`config.mk`:
```
export PLATFORM = sky130hd
export DESIGN_NAME = conv_layer_sched
export DESIGN_NICKNAME = d
export VERILOG_FILES = /design/src/rtl/conv_layer_sched.sv
export SDC_FILE = /design/constraint.sdc
export NUM_CORES = 1
export LEC_CHECK = 0
export ABC_AREA = 1
export CORE_UTILIZATION = 55
export CTS_CLUSTER_DIAMETER = 60
export DETAILED_ROUTE_END_ITERATION = 7
export GPL_ROUTABILITY_DRIVEN = 0
export PLACE_DENSITY = 0.86
export SLEW_MARGIN = 20
export SYNTH_ARGS = -nofsm -noshare
export SYNTH_HDL_FRONTEND = slang
export SYNTH_SLANG_ARGS = --single-unit
```
`constraint.sdc`:
```
create_clock -name clk_in -period 5.2 [get_ports clk_in]
set_input_delay 1.3 -clock clk_in [delete_from_list [all_inputs] [get_ports clk_in]]
set_output_delay 1.3 -clock clk_in [all_outputs]
set_load 0.01 [all_outputs]
```
`src/rtl/conv_layer_sched.sv`:
```
// conv_layer_sched
// Sequences one convolution layer across N_KER engines. For each kernel the
// engine is cleared for two cycles, the whole input map is streamed to it from
// the input RAM (one pixel per cycle), and its result strobes are written
// contiguously into the output RAM at ker_sel*OUT_PIX + n. A drain watchdog
// bounds the wait for the last result of each kernel.
//
// Ports
//   clk_in      clock, rising edge
//   rst_n       asynchronous reset, ACTIVE-HIGH despite its name
//   go          one-cycle layer request, honoured only when idle
//   rd_addr     input-map RAM read address (RAM answers one cycle later)
//   rd_data     signed input pixel from the RAM
//   map_in      registered pixel stream to the engine, 0 when not streaming
//   conv_start  engine enable, high from pixel 0 through the drain
//   conv_rst    engine synchronous clear
//   ker_sel     active engine / result mux select
//   save_in     engine result-valid strobe
//   result_in   engine result
//   wr_en/wr_addr/wr_data  output-map RAM write port (registered)
//   busy        high while a layer is in progress
//   done        one-cycle pulse when the layer completes
//   err         sticky drain-timeout flag, cleared by the next accepted go
`timescale 1ns/1ps
module conv_layer_sched #(
  parameter int IMG_PIX   = 9216,
  parameter int OUT_PIX   = 7744,
  parameter int N_KER     = 4,
  parameter int DRAIN_MAX = 1024
) (
  input  logic                       clk_in,
  input  logic                       rst_n,
  input  logic                       go,
  output logic [13:0]                rd_addr,
  input  logic [15:0]                rd_data,
  output logic [15:0]                map_in,
  output logic                       conv_start,
  output logic                       conv_rst,
  output logic [$clog2(N_KER)-1:0]   ker_sel,
  input  logic                       save_in,
  input  logic [15:0]                result_in,
  output logic                       wr_en,
  output logic [14:0]                wr_addr,
  output logic [15:0]                wr_data,
  output logic                       busy,
  output logic                       done,
  output logic                       err
);

  localparam int KW = $clog2(N_KER);
  localparam int DW = (DRAIN_MAX > 1) ? $clog2(DRAIN_MAX) : 1;

  localparam logic [13:0]   LAST_ADDR  = 14'(IMG_PIX - 1);
  localparam logic [12:0]   OUT_FULL   = 13'(OUT_PIX);
  localparam logic [14:0]   OUT_STRIDE = 15'(OUT_PIX);
  localparam logic [DW-1:0] DRAIN_LAST = DW'(DRAIN_MAX - 1);
  localparam logic [KW-1:0] KER_LAST   = KW'(N_KER - 1);

  typedef enum logic [2:0] {
    IDLE  = 3'd0,
    CLR   = 3'd1,
    FEED  = 3'd2,
    DRAIN = 3'd3,
    NEXT  = 3'd4,
    FIN   = 3'd5
  } state_t;

  state_t          state_q, state_d;
  logic            clr_cnt_q, clr_cnt_d;
  logic [13:0]     rd_addr_q, rd_addr_d;
  logic [KW-1:0]   ker_sel_q, ker_sel_d;
  logic [DW-1:0]   drain_cnt_q, drain_cnt_d;
  logic            err_q, err_d;
  logic [12:0]     out_cnt_q, out_cnt_d;
  logic            v1_q, v1_d;
  logic [15:0]     map_in_q, map_in_d;
  logic            conv_start_q, conv_start_d;
  logic            conv_rst_q, conv_rst_d;
  logic            wr_en_q, wr_en_d;
  logic [14:0]     wr_addr_q, wr_addr_d;
  logic [15:0]     wr_data_q, wr_data_d;
  logic            busy_q, busy_d;
  logic            done_q, done_d;
  logic            save_ok_s;
  logic            stream_s;

  // Next-state logic and the per-kernel sequencing counters.
  always_comb begin
    state_d     = state_q;
    clr_cnt_d   = clr_cnt_q;
    rd_addr_d   = rd_addr_q;
    ker_sel_d   = ker_sel_q;
    drain_cnt_d = drain_cnt_q;
    err_d       = err_q;
    case (state_q)
      IDLE: begin
        if (go) begin
          state_d   = CLR;
          ker_sel_d = {KW{1'b0}};
          err_d     = 1'b0;
          clr_cnt_d = 1'b0;
        end else begin
          state_d = IDLE;
        end
      end
      CLR: begin
        rd_addr_d   = 14'd0;
        drain_cnt_d = {DW{1'b0}};
        // Two clear cycles: the flag marks the second one.
        if (clr_cnt_q) begin
          state_d   = FEED;
          clr_cnt_d = 1'b0;
        end else begin
          clr_cnt_d = 1'b1;
        end
      end
      FEED: begin
        if (rd_addr_q == LAST_ADDR) begin
          state_d   = DRAIN;
          rd_addr_d = 14'd0;
        end else begin
          rd_addr_d = rd_addr_q + 14'd1;
        end
      end
      DRAIN: begin
        // A full result count wins over a watchdog expiring in the same cycle.
        if (out_cnt_q == OUT_FULL) begin
          state_d = NEXT;
        end else if (drain_cnt_q == DRAIN_LAST) begin
          state_d = NEXT;
          err_d   = 1'b1;
        end else begin
          drain_cnt_d = drain_cnt_q + DW'(1);
        end
      end
      NEXT: begin
        drain_cnt_d = {DW{1'b0}};
        if (ker_sel_q == KER_LAST) begin
          state_d = FIN;
        end else begin
          ker_sel_d = ker_sel_q + KW'(1);
          clr_cnt_d = 1'b0;
          state_d   = CLR;
        end
      end
      FIN: begin
        state_d = IDLE;
      end
      default: begin
        state_d = IDLE;
      end
    endcase
  end

  // Result acceptance, write port and the registered output decode.
  always_comb begin
    save_ok_s = save_in && ((state_q == FEED) || (state_q == DRAIN)) && (out_cnt_q < OUT_FULL);
    stream_s  = (state_d == FEED) || (state_d == DRAIN);

    if (state_q == CLR) begin
      out_cnt_d = 13'd0;
    end else if (save_ok_s) begin
      out_cnt_d = out_cnt_q + 13'd1;
    end else begin
      out_cnt_d = out_cnt_q;
    end

    wr_en_d = save_ok_s;
    if (save_ok_s) begin
      wr_addr_d = (15'(ker_sel_q) * OUT_STRIDE) + 15'(out_cnt_q);
      wr_data_d = result_in;
    end else begin
      wr_addr_d = wr_addr_q;
      wr_data_d = wr_data_q;
    end

    // v1 marks the cycle in which rd_data answers an address issued in FEED;
    // map_in then lands two cycles after its address.
    v1_d = (state_q == FEED);
    if (stream_s && v1_q) begin
      map_in_d = rd_data;
    end else begin
      map_in_d = 16'd0;
    end
    // Rises with pixel 0 on map_in and holds until the drain ends.
    conv_start_d = stream_s && (v1_q || conv_start_q);

    conv_rst_d = (state_d == CLR);
    busy_d     = (state_d == CLR) || (state_d == FEED) || (state_d == DRAIN) || (state_d == NEXT);
    done_d     = (state_d == FIN);
  end

  // State register.
  always_ff @(posedge clk_in or posedge rst_n) begin
    if (rst_n) begin
      state_q <= IDLE;
    end else begin
      state_q <= state_d;
    end
  end

  // Datapath and output registers.
  always_ff @(posedge clk_in or posedge rst_n) begin
    if (rst_n) begin
      clr_cnt_q    <= 1'b0;
      rd_addr_q    <= 14'd0;
      ker_sel_q    <= {KW{1'b0}};
      drain_cnt_q  <= {DW{1'b0}};
      err_q        <= 1'b0;
      out_cnt_q    <= 13'd0;
      v1_q         <= 1'b0;
      map_in_q     <= 16'd0;
      conv_start_q <= 1'b0;
      conv_rst_q   <= 1'b0;
      wr_en_q      <= 1'b0;
      wr_addr_q    <= 15'd0;
      wr_data_q    <= 16'd0;
      busy_q       <= 1'b0;
      done_q       <= 1'b0;
    end else begin
      clr_cnt_q    <= clr_cnt_d;
      rd_addr_q    <= rd_addr_d;
      ker_sel_q    <= ker_sel_d;
      drain_cnt_q  <= drain_cnt_d;
      err_q        <= err_d;
      out_cnt_q    <= out_cnt_d;
      v1_q         <= v1_d;
      map_in_q     <= map_in_d;
      conv_start_q <= conv_start_d;
      conv_rst_q   <= conv_rst_d;
      wr_en_q      <= wr_en_d;
      wr_addr_q    <= wr_addr_d;
      wr_data_q    <= wr_data_d;
      busy_q       <= busy_d;
      done_q       <= done_d;
    end
  end

  assign rd_addr    = rd_addr_q;
  assign map_in     = map_in_q;
  assign conv_start = conv_start_q;
  assign conv_rst   = conv_rst_q;
  assign ker_sel    = ker_sel_q;
  assign wr_en      = wr_en_q;
  assign wr_addr    = wr_addr_q;
  assign wr_data    = wr_data_q;
  assign busy       = busy_q;
  assign done       = done_q;
  assign err        = err_q;

endmodule
```
After elaboration in Yosys (flattened, before gate mapping)
Index checks and enable logic that the tools add are counted.
- memories: 0
- latch bits: 0
- flip-flop bits (word level): 97
- logic and storage cells: 88
- bits in writable memories: 0
- memory bits (read-only): 0
- multiplexer cells: 25
- $add $sub $neg: 5
- $lt $le $gt $ge: 1
- reductions and logical operators: 22
- div/mod/pow operators: 0
- multipliers: 1
- equal/unequal tests: 18
- bitwise gates (word level): 0
- shift-type cells: 0
- operator list (cell ; number):
    $pmux 14 s2 ; 1
    $mux 13 ; 2
    $mux 10 ; 2
    $pmux 10 s2 ; 1
    $mux 16 ; 1
    $add 15x13->15 ; 1
    $mux 3 ; 5
    $pmux 3 s5 ; 1
    $add 14x1->14 const B ; 1
    $eq 14x14->1 const B ; 1
    $mux 14 ; 1
    $add 13x1->13 const B ; 1
    $eq 13x13->1 const B ; 1
    $lt 13x13->1 const B ; 1
    $eq 3x2->1 const B ; 4
    $add 10x1->10 const B ; 1
    $eq 10x10->1 const B ; 1
    $ne 2x2->1 const B ; 5
    $reduce_bool 2->1 ; 5
    $eq 3x3->1 const B ; 3
    $mul 2x7->9 const B ; 1
    $reduce_and 3->1 ; 3
    $eq 3x1->1 const B ; 2
    $logic_or 1x1->1 ; 6
    other kinds (12) ; 21

Depth between registers and ports, before layout
Gate-level depths: netlist (run 1).
- depth after elaboration: 8
- gate-level depth with buffers: 14
- mapped depth without buffers: 13

Least setup slack after synthesis (run 1)
No wires, ideal clock.
- kind: input to register
- from: input port save_in
- to: register out_cnt_q[3]
- arrival: 2009 ps
- slack: 3109 ps
- cell stages on the path: 6
- cells stage by stage: and3_1 > nand2_2 > buf_4 > o21ai_0 > nand2_1 > a31oi_1
- word-level cells in the longest chain between the ends: 3
- RTL lines (element ; RTL line ; source):
    start: declaration ; 40 ; input logic save_in,
    $logic_and 1x1->1 (2 in series) ; 157 ; save_ok_s = save_in && ((state_q == FEED) || (state_q == DRAIN)) && (out_cnt_q < OUT_FULL);
    $reduce_bool 2->1 (no source line) ; - ;
    end signal: assignment ; 226 ; out_cnt_q <= out_cnt_d;
    end: declaration ; 74 ; logic [12:0] out_cnt_q, out_cnt_d;
No other way between the ends.
A chain may end at the register's enable or synchronous reset.

Worst setup path after layout (run 1)
- from: input port save_in
- to: register out_cnt_q[7]
Same word-level chain as after synthesis.

==> results of run 1 <==
[per-stage QoR]
step	hold WS [ns]	instance area, sq um	power, W	instances	util
after global placement	0.4608	6010	0.001098	790	0.6925
after global routing	0.5069	6216	0.001681	806	0.7163
after detailed placement	0.4652	6010	0.001110	790	0.6925
after floorplan	0.4683	4892	0.0009774	587	-
after CTS	0.4869	6216	0.001616	806	0.7163
final	0.4802	6216	0.001606	806	0.7163
[state kept, by name, indices dropped and copies added (netlist names), 2 cells and up]
signal / flops
drain_cnt_q: 10
state_q: 3
rd_addr: 14
map_in: 16
ker_sel: 2
wr_data: 16
out_cnt_q: 13
wr_addr: 15
[worst max-delay path by stage]
stage	cells after the start	startpoint	slack, ns	end
global placement	6	save_in	1.90	out_cnt_q[11]$_DFFE_PP0P_
global route	6	save_in	1.98	out_cnt_q[7]$_DFFE_PP0P_
CTS	6	save_in	2.21	out_cnt_q[6]$_DFFE_PP0P_
floorplan	1	rst_n	1.37	busy$_DFF_PP0_
detailed placement	6	save_in	1.83	out_cnt_q[6]$_DFFE_PP0P_
finish	6	save_in	2.24	out_cnt_q[7]$_DFFE_PP0P_
[cells by family (layout without fill, tap and decap cells)]
kind of cell,after synthesis,in the layout,synth area share
adders and majority gates,15,15,0.03990
DFF,97,97,0.4962
AOI/OAI and AO/OA,62,62,0.07212
xor gates and xnor gates,13,13,0.02327
and+or+nand+nor,301,301,0.2864
buffers and inverters,99,210,0.08209
[worst max-delay path: cells and delay by family]
| kind | cells | cell delay (ns) |
|---|---|---|
| AND/OR/NAND/NOR | 3 | 0.73 |
| AO/OA/AOI/OAI | 1 | 0.11 |
| buffers and inverters | 2 | 1.07 |
[power by group through the flow]
| stage | clock network (W) | logic, W | registers (W) |
|---|---|---|---|
| 3_5_place_dp | 0 | 0.000242 | 0.000868 |
| 3_3_place_gp | 0 | 0.000233 | 0.000865 |
| 5_1_grt | 0.000549 | 0.000270 | 0.000862 |
| 4_1_cts | 0.000519 | 0.000243 | 0.000854 |
| 6_report | 0.000512 | 0.000240 | 0.000854 |
| 2_1_floorplan | 0 | 0.0000994 | 0.000878 |
[cell usage in the layout, fill, tap and decap left out, drive strengths merged]
master         instances
a21boi                 1
a21oi                 10
a22oi                  1
a31oi                  4
and3                   1
buf                    1
bufinv                 1
clkbuf                12
clkdlybuf4s50        104
clkinv                 3
clkinvlp               1
dfrtp                 97
fa                     1
ha                    14
inv                   88
nand2                169
nand3                 47
nand3b                 1
nand4                 20
nor2                  57
nor3                   6
o211ai                 2
o21a                   1
o21ai                 37
o21bai                 1
o22ai                  4
o31ai                  1
xnor2                  4
xor2                   9
[final cells by class]
type	instances	share of cell area
clock inverter	4	0.008253
tap	108	0.02174
clock buffer	12	0.02496
multi-input combinational	391	0.3319
timing repair buffer	105	0.1687
inverter	89	0.05395
sequential	97	0.3905
[metal layers]
metal | GRT usage | vias up
met5 | 0 | -
met4 | 0.07721 | 0
met3 | 0.06477 | 18
met2 | 0.4332 | 143
met1 | 0.3074 | 2041
li1 | - | 2073
==> flow_metrics.env, run 1 <==
export IMPL_grt_pass1_vias=4046
export IMPL_drv_slew=0
export IMPL_grt_overflow_total=0
export IMPL_critPathMaxFanout=42
export IMPL_post_cts_buffers=0
export IMPL_met3_length_microns=624
export IMPL_worst_ir_drop_vdd_v=0.0001593
export IMPL_fillers=666
export IMPL_root_buffer="clkbuf_8"
export IMPL_synthesis_area_sq_mm=0.004892
export IMPL_grt_antenna_before_repair=0
export IMPL_layout_area_overhead_vs_synth_pct=27.06
export IMPL_synth_edff_count=0
export IMPL_crit_path_cell_trace="clkdlybuf4s50_1, and3_1, nand2_2, inv_2, nand4_1, o21ai_0"
export IMPL_start_util=0.5637
export IMPL_first_iter_violations=139
export IMPL_async_reset_ff_frac=1.000
export IMPL_drive_above_1_share=0.08453
export IMPL_synth_cells=587
export IMPL_grt_max_degree=60
export IMPL_p_seq_frac=0.532
export IMPL_hold_class="flip-flop to flip-flop"
export IMPL_worst_clock_skew_ns=0.01342
export IMPL_max_stage_delay_ns=0.63
export IMPL_reg2reg_depth=7
export IMPL_worstReg2RegStart="out_cnt_q[9]$_DFFE_PP0P_"
export IMPL_top_layer="met4"
export IMPL_routed_wl_microns=11280
export IMPL_cts_sinks=97
export IMPL_yosysSeqAreaShare=0.4962
export IMPL_hold_buffers=0
export IMPL_yosysTopAreaCellShare=0.4962
export IMPL_wl_per_cell_microns=13.99
export IMPL_place_ws_ns=1.829
export IMPL_slew_headroom=0.5159
export IMPL_critPathRequiredTime_ns=5.48
export IMPL_synth_fp_nets=638
export IMPL_cp_slowest_cell="inv_2"
export IMPL_grt_total_usage=0.2508
export IMPL_fin_ws_ns=2.236
export IMPL_synthTopCellsByCount="nand2_1, dfrtp_1, inv_1"
export IMPL_cts_max_path_buffers=2
export IMPL_first_pass_iters=5
export IMPL_grt_pass1_wl_microns=17940
export IMPL_power_density_mw_per_mm2=258.4
export IMPL_final_nets=744
export IMPL_vias=4275
export IMPL_r2r_end="out_cnt_q[6]$_DFFE_PP0P_"
export IMPL_viasPerCell=5.304
export IMPL_hold_depth=2
export IMPL_core_area_sq_mm=0.008678
export IMPL_antenna_cells=0
export IMPL_rsz0062_at_grt="no"
export IMPL_path_class="input pin to flip-flop"
export IMPL_synth_area_leader_cell="dfrtp_1"
export IMPL_hpwl_microns=8110
export IMPL_die_height_microns=96.31
export IMPL_yosys_warnings=0
export IMPL_multiInputGateArea_sq_mm=0.002063
export IMPL_min_period_over_period=0.5700
export IMPL_outcome="finished clean"
export IMPL_clk_pin_slew_worst_paths_ns=0.09
export IMPL_cts_htree_levels=3
export IMPL_ys_ff_latch=97
export IMPL_dieArea_sq_mm=0.009276
export IMPL_ant_nets=0
export IMPL_drc=0
export IMPL_synthFlopType="dfrtp_1"
export IMPL_tritoncts="done"
export IMPL_min_period_ns=2.964
export IMPL_fin_setup_tns_ns=0
export IMPL_synth_avg_cell_area_sq_um=8.334
export IMPL_r2r_slack_ns=2.83
export IMPL_std_cell_rows=34
export IMPL_post_cts_resized=0
export IMPL_crit_path_end_kind="flip-flop"
export IMPL_die_w_microns=96.31
export IMPL_startpoint_type="input pin"
export IMPL_swShare=0.2638
export IMPL_tightest_slew_ns=0.7262
export IMPL_setup_violations=0
export IMPL_p_int_w=0.001182
export IMPL_p_sw_w=0.0004236
export IMPL_synth_most_common_cell="nand2_1"
export IMPL_ios=105
export IMPL_synth_distinct_cells=37
export IMPL_met1_length_microns=4700
export IMPL_critPathArrivalTime_ns=3.25
export IMPL_pwr_share_clk=0.319
export IMPL_clk_latency_ns=0.37
export IMPL_synthTopCellsByArea="dfrtp_1, nand2_1, inv_1"
export IMPL_hp_start="wr_data[0]$_DFFE_PP0P_"
export IMPL_portBuffers=104
export IMPL_p_leak_nw=3.082
export IMPL_numCtsBuffers=9
export IMPL_combPwrFrac=0.149
export IMPL_fmax_ghz=0.3374
export IMPL_wl_met2_microns=5803
export IMPL_seq_area_sq_mm=0.002427
export IMPL_min_to="wr_data[0]$_DFFE_PP0P_"
export IMPL_hold_viol_final=0
export IMPL_drv_cap=0
No activity file was read; power rests on OpenSTA's default activity.
==> inputs of run 2 (changes only) <==
--- a/config.mk
+++ b/config.mk
@@ -6,11 +6,11 @@
 export NUM_CORES = 1
 export LEC_CHECK = 0
 export ABC_AREA = 1
-export CORE_UTILIZATION = 55
+export CORE_UTILIZATION = 46
 export CTS_CLUSTER_DIAMETER = 60
 export DETAILED_ROUTE_END_ITERATION = 7
 export GPL_ROUTABILITY_DRIVEN = 0
-export PLACE_DENSITY = 0.86
+export PLACE_DENSITY = 0.76
 export SLEW_MARGIN = 20
 export SYNTH_ARGS = -nofsm -noshare
 export SYNTH_HDL_FRONTEND = slang
==> constraint.sdc (replaced) <==
create_clock -name clk_in -period 2.59 [get_ports clk_in]
set_input_delay 0.6475 -clock clk_in [delete_from_list [all_inputs] [get_ports clk_in]]
set_output_delay 0.6475 -clock clk_in [all_outputs]
set_load 0.01 [all_outputs]
==> run 2 against run 1 <==
Compared with the run above:
- die area is 19% higher
- power is 100% higher
- flip-flop and latch count stayed put
- final cell count is 3.6% higher
- critical path type is now flip-flop to primary output
==> flow_metrics.env, run 2 (synthesized netlist as in run 1, its figures left out) <==
export IMPL_outcome="finished clean"
export IMPL_crit_path_end_kind="primary output"
export IMPL_hpwl_microns=7799
export IMPL_place_area_sq_mm=0.006087
export IMPL_first_pass_iters=4
export IMPL_drv_slew=0
export IMPL_antenna_cells=0
export IMPL_ant_nets=0
export IMPL_ios=105
export IMPL_crit_path_cell_trace="clkdlybuf4s50_1"
export IMPL_tightest_slew_ns=0.5834
export IMPL_cp_top_family="buffers and inverters"
export IMPL_first_iter_violations=220
export IMPL_path_class="flip-flop to primary output"
export IMPL_clk_latency_ns=0.36
export IMPL_power_density_mw_per_mm2=511.6
export IMPL_startpoint_type="flip-flop"
export IMPL_critPathRequiredTime_ns=1.94
export IMPL_p_leak_nw=3.089
export IMPL_grt_max_degree=98
export IMPL_min_period_over_period=0.8132
export IMPL_grt_overflow_total=0
export IMPL_drv_cap=0
export IMPL_path_buf_inv=1
export IMPL_std_cell_rows=37
export IMPL_die_height_microns=105.1
export IMPL_wl_per_cell_microns=12.87
export IMPL_cts_htree_levels=3
export IMPL_setup_violations=0
export IMPL_fmax_ghz=0.4748
export IMPL_grt_antenna_before_repair=0
export IMPL_grt_pass1_vias=4096
export IMPL_fin_setup_tns_ns=0
export IMPL_worst_clock_skew_ns=0.005696
export IMPL_cts_sinks=97
export IMPL_start_util=0.4739
export IMPL_critPathMaxFanout=6
export IMPL_hold_class="flip-flop to flip-flop"
export IMPL_slew_headroom=0.6081
export IMPL_drive_above_1_share=0.08727
export IMPL_final_nets=746
export IMPL_rsz0062_at_grt="no"
export IMPL_post_cts_buffers=0
export IMPL_drc=0
export IMPL_place_ws_ns=0.4077
export IMPL_tritoncts="done"
export IMPL_routed_wl_microns=10750
export IMPL_holdWs_ns=0.4810
export IMPL_core_area_sq_mm=0.01032
export IMPL_grt_total_usage=0.2072
export IMPL_hold_buffers=0
export IMPL_min_period_ns=2.106
export IMPL_stdcell_area_sq_mm=0.006291
export IMPL_max_stage_delay_ns=0.61
export IMPL_portBuffers=104
export IMPL_die_w_microns=105.1
export IMPL_cts_max_path_buffers=2
export IMPL_layout_area_overhead_vs_synth_pct=28.59
export IMPL_layout_commonest_cell="nand2_1"
export IMPL_root_buffer="clkbuf_8"
export IMPL_dieArea_sq_mm=0.01105
export IMPL_vias=4169
export IMPL_layout_common_cells="nand2_1, clkdlybuf4s50_1, dfrtp_1"
export IMPL_viasPerCell=4.993
export IMPL_numCtsBuffers=9
export IMPL_worst_ir_drop_vdd_v=0.0002717
export IMPL_hold_viol_final=0
export IMPL_post_cts_resized=0
export IMPL_grt_pass1_wl_microns=18450
export IMPL_fin_ws_ns=0.4837
export IMPL_critPathArrivalTime_ns=1.46
export IMPL_cp_slowest_cell="clkdlybuf4s50_1"
export IMPL_clk_pin_slew_worst_paths_ns=0.09
export IMPL_fillers=922
-- run 2: changes by cell type in the layout (fill, tap and decap cells not counted) --
cell / previous run / this run
clkinv_4: 1 / 0
clkinv_2: 2 / 0
buf_12: 0 / 2
clkinvlp_4: 1 / 4
clkbuf_1: 1 / 0
-- run 2: worst paths after layout --
kind / start / endpoint / slack [ns] / cells after the start
setup reg to reg: ker_sel[0]$_DFFE_PP0P_ / wr_addr[13]$_DFFE_PP0P_ / 0.55 / 10
setup / recovery: ker_sel[0]$_DFFE_PP0P_ / ker_sel[0] / 0.48 / 1
hold / removal: wr_addr[9]$_DFFE_PP0P_ / wr_addr[9]$_DFFE_PP0P_ / 0.48 / 2
max in group asynchronous: rst_n / rd_addr[11]$_DFFE_PP0P_ / 1.41 / 3
min in group asynchronous: rst_n / rd_addr[0]$_DFFE_PP0P_ / 0.74 / 3
hold reg to reg: wr_addr[9]$_DFFE_PP0P_ / wr_addr[9]$_DFFE_PP0P_ / 0.48 / 2
-- run 2: power breakdown --
part	internal, W	switching, W	total [W]
Combinational	0.000256	0.000237	0.000493
Sequential	0.00162	0.0000883	0.00171
Clock	0.000494	0.000520	0.00101
-- run 2: area by class of cell --
| type | count | area, sq um | area share |
|---|---|---|---|
| Sequential cell | 97 | 2427 | 0.3858 |
| Multi-Input combinational cell | 391 | 2063 | 0.3280 |
| Timing Repair Buffer | 107 | 1089 | 0.1730 |
| Inverter | 89 | 337.8 | 0.05370 |
| Tap cell | 136 | 170.2 | 0.02705 |
| Clock buffer | 11 | 151.4 | 0.02407 |
| Clock inverter | 4 | 52.55 | 0.008353 |
-- run 2: routing by layer --
metal / vias up / global-route usage / wire length [microns]
met2: 88 / 0.3586 / 5307
met5: - / 0 / 0
met4: 0 / 0.05936 / 107
met3: 10 / 0.04429 / 404
li1: 2080 / - / -
met1: 1991 / 0.2607 / 4931
-- run 2: worst register-to-register path: cells and delay by family, from the launching register on --
| family | cells | cell delay [ns] |
|---|---|---|
| AOI/OAI and AO/OA | 2 | 0.33 |
| adders and majority gates | 2 | 0.69 |
| buffers and inverters | 2 | 0.21 |
| DFF | 1 | 0.49 |
| and+or+nand+nor | 4 | 0.23 |
-- run 2: stage by stage --
stage | util | instances | power, W
after global routing | 0.6094 | 835 | 0.003390
after global placement | 0.5896 | 820 | 0.002223
after CTS | 0.6094 | 835 | 0.003253
after detailed placement | 0.5896 | 820 | 0.002240
after floorplan | - | 587 | 0.001963
final | 0.6094 | 835 | 0.003218
==> inputs of run 3 (changes only) <==
--- a/config.mk
+++ b/config.mk
@@ -6,11 +6,11 @@
 export NUM_CORES = 1
 export LEC_CHECK = 0
 export ABC_AREA = 1
-export CORE_UTILIZATION = 46
+export CORE_UTILIZATION = 51
 export CTS_CLUSTER_DIAMETER = 60
 export DETAILED_ROUTE_END_ITERATION = 7
 export GPL_ROUTABILITY_DRIVEN = 0
-export PLACE_DENSITY = 0.76
+export PLACE_DENSITY = 0.8
 export SLEW_MARGIN = 20
 export SYNTH_ARGS = -nofsm -noshare
 export SYNTH_HDL_FRONTEND = slang
==> constraint.sdc (replaced) <==
create_clock -name clk_in -period 2.1 [get_ports clk_in]
set_input_delay 0.525 -clock clk_in [delete_from_list [all_inputs] [get_ports clk_in]]
set_output_delay 0.525 -clock clk_in [all_outputs]
set_load 0.01 [all_outputs]
==> run 3 against run 2 <==
Compared with the run above:
- power increased by 35%
- clock skew grew 0.0028 ns
- global-route usage up 3.7 points
- clock power grew 58%
- via count grew 2.5%
- first-iteration DRC count is 4.5% lower
- routed wire length grew 6.1%
- largest power group unchanged
==> flow_metrics.env, run 3 (synthesized netlist as in run 1, its figures left out) <==
export IMPL_stdcell_area_sq_mm=0.006387
export IMPL_drc=0
export IMPL_outcome="finished clean"
export IMPL_cp_top_family="buffers and inverters"
export IMPL_die_height_microns=99.94
export IMPL_combPwrFrac=0.145
export IMPL_swShare=0.2547
export IMPL_fillers=750
export IMPL_p_seq_frac=0.487
export IMPL_tightest_slew_ns=0.5867
export IMPL_ios=105
export IMPL_worst_clock_skew_ns=0.008540
export IMPL_crit_path_end_kind="primary output"
export IMPL_power_density_mw_per_mm2=679.9
export IMPL_grt_overflow_total=0
export IMPL_place_area_sq_mm=0.006106
export IMPL_min_period_over_period=0.9228
export IMPL_holdWs_ns=0.4843
export IMPL_slew_headroom=0.6059
export IMPL_vias=4275
export IMPL_first_iter_violations=210
export IMPL_root_buffer="clkbuf_8"
export IMPL_hold_depth=2
export IMPL_grt_pass1_vias=4186
export IMPL_min_period_ns=1.938
export IMPL_drv_slew=0
export IMPL_rsz0062_at_grt="yes"
export IMPL_ant_nets=0
export IMPL_tritoncts="done"
export IMPL_reg2reg_depth=10
export IMPL_drive_above_1_share=0.09544
export IMPL_routed_wl_microns=11400
export IMPL_crit_path_cell_trace="clkdlybuf4s50_1"
export IMPL_antenna_cells=0
export IMPL_hold_buffers=0
export IMPL_p_leak_nw=3.140
export IMPL_critPathRequiredTime_ns=1.57
export IMPL_portBuffers=104
export IMPL_grt_pass1_wl_microns=19430
export IMPL_dieArea_sq_mm=0.009988
export IMPL_multiInputGateArea_sq_mm=0.002077
export IMPL_p_sw_w=0.001106
export IMPL_post_route_util=0.6880
export IMPL_post_cts_resized=0
export IMPL_path_class="flip-flop to primary output"
export IMPL_pwr_share_clk=0.368
export IMPL_p_int_w=0.003237
export IMPL_grt_total_usage=0.2441
export IMPL_start_util=0.5270
export IMPL_wl_per_cell_microns=13.72
export IMPL_die_w_microns=99.94
export IMPL_grt_antenna_before_repair=0
export IMPL_std_cell_rows=35
export IMPL_cp_slowest_cell="clkdlybuf4s50_1"
export IMPL_fmax_ghz=0.5160
export IMPL_worst_ir_drop_vdd_v=0.0003845
export IMPL_core_area_sq_mm=0.009284
export IMPL_crit_cells=1
export IMPL_path_buf_inv=1
export IMPL_grt_max_degree=98
export IMPL_cts_htree_levels=3
export IMPL_final_nets=748
export IMPL_viasPerCell=5.144
export IMPL_critPathMaxFanout=7
export IMPL_setup_violations=0
export IMPL_layout_area_overhead_vs_synth_pct=30.56
export IMPL_hold_viol_final=0
export IMPL_first_pass_iters=4
export IMPL_hold_class="flip-flop to flip-flop"
export IMPL_clk_latency_ns=0.37
export IMPL_seq_area_sq_mm=0.002430
export IMPL_max_stage_delay_ns=0.58
export IMPL_cts_max_path_buffers=2
export IMPL_numCtsBuffers=9
export IMPL_startpoint_type="flip-flop"
export IMPL_layout_commonest_cell="nand2_1"
export IMPL_hpwl_microns=8179
export IMPL_cts_sinks=97
export IMPL_post_cts_buffers=0
export IMPL_critPathArrivalTime_ns=1.41
export IMPL_layout_common_cells="nand2_1, clkdlybuf4s50_1, dfrtp_1"
export IMPL_drv_cap=0
export IMPL_clk_pin_slew_worst_paths_ns=0.09
## run 3: cell types whose count changed in the layout (fill, tap and decap cells not counted), sizes merged
cell      delta
clkinvlp     -2
inv          +1
clkbuf       -2
buf          +2
clkinv       +1
bufinv       +3
## run 3: metal layers
metal,track usage,up-vias,wire length [microns]
met2,0.4095,122,5778
met4,0.08824,0,178
met1,0.3218,2050,4950
met3,0.03830,20,494
li1,-,2083,-
met5,0,-,0
## run 3: cell type report
class | instances | share of cell area
timing repair buffer | 109 | 0.1747
clock buffer | 9 | 0.01939
multi-input combinational | 391 | 0.3252
inverter | 89 | 0.05289
clock inverter | 7 | 0.02214
sequential | 97 | 0.3804
tap | 129 | 0.02527
## run 3: power by group through the flow
| stage | combinational (W) | clock (W) | sequential (W) |
|---|---|---|---|
| 6_report | 0.000629 | 0.00160 | 0.00211 |
| 5_1_grt | 0.000699 | 0.00170 | 0.00213 |
| 4_1_cts | 0.000638 | 0.00161 | 0.00211 |
| 3_5_place_dp | 0.000629 | 0 | 0.00215 |
| 3_3_place_gp | 0.000608 | 0 | 0.00214 |
| 2_1_floorplan | 0.000247 | 0 | 0.00217 |
## run 3: stage by stage
step / setup slack, ns / total power (W) / instances / TNS, ns
after CTS: 0.07261 / 0.004360 / 831 / 0
final: 0.1621 / 0.004343 / 831 / 0
after global placement: 0.1528 / 0.002748 / 815 / 0
after floorplan: 0.2617 / 0.002421 / 587 / 0
after detailed placement: 0.09805 / 0.002776 / 815 / 0
after global routing: -0.002745 / 0.004530 / 831 / -0.002745
## run 3: final timing paths
path,from,to,slack (ns)
max,rd_addr[8]$_DFFE_PP0P_,rd_addr[8],0.16
min,wr_data[12]$_DFFE_PP0P_,wr_data[12]$_DFFE_PP0P_,0.48
max reg2reg,ker_sel[1]$_DFFE_PP0P_,wr_addr[13]$_DFFE_PP0P_,0.18
min reg2reg,wr_data[12]$_DFFE_PP0P_,wr_data[12]$_DFFE_PP0P_,0.48
max in group asynchronous,rst_n,out_cnt_q[9]$_DFFE_PP0P_,1.05
min in group asynchronous,rst_n,wr_addr[1]$_DFFE_PP0P_,0.60
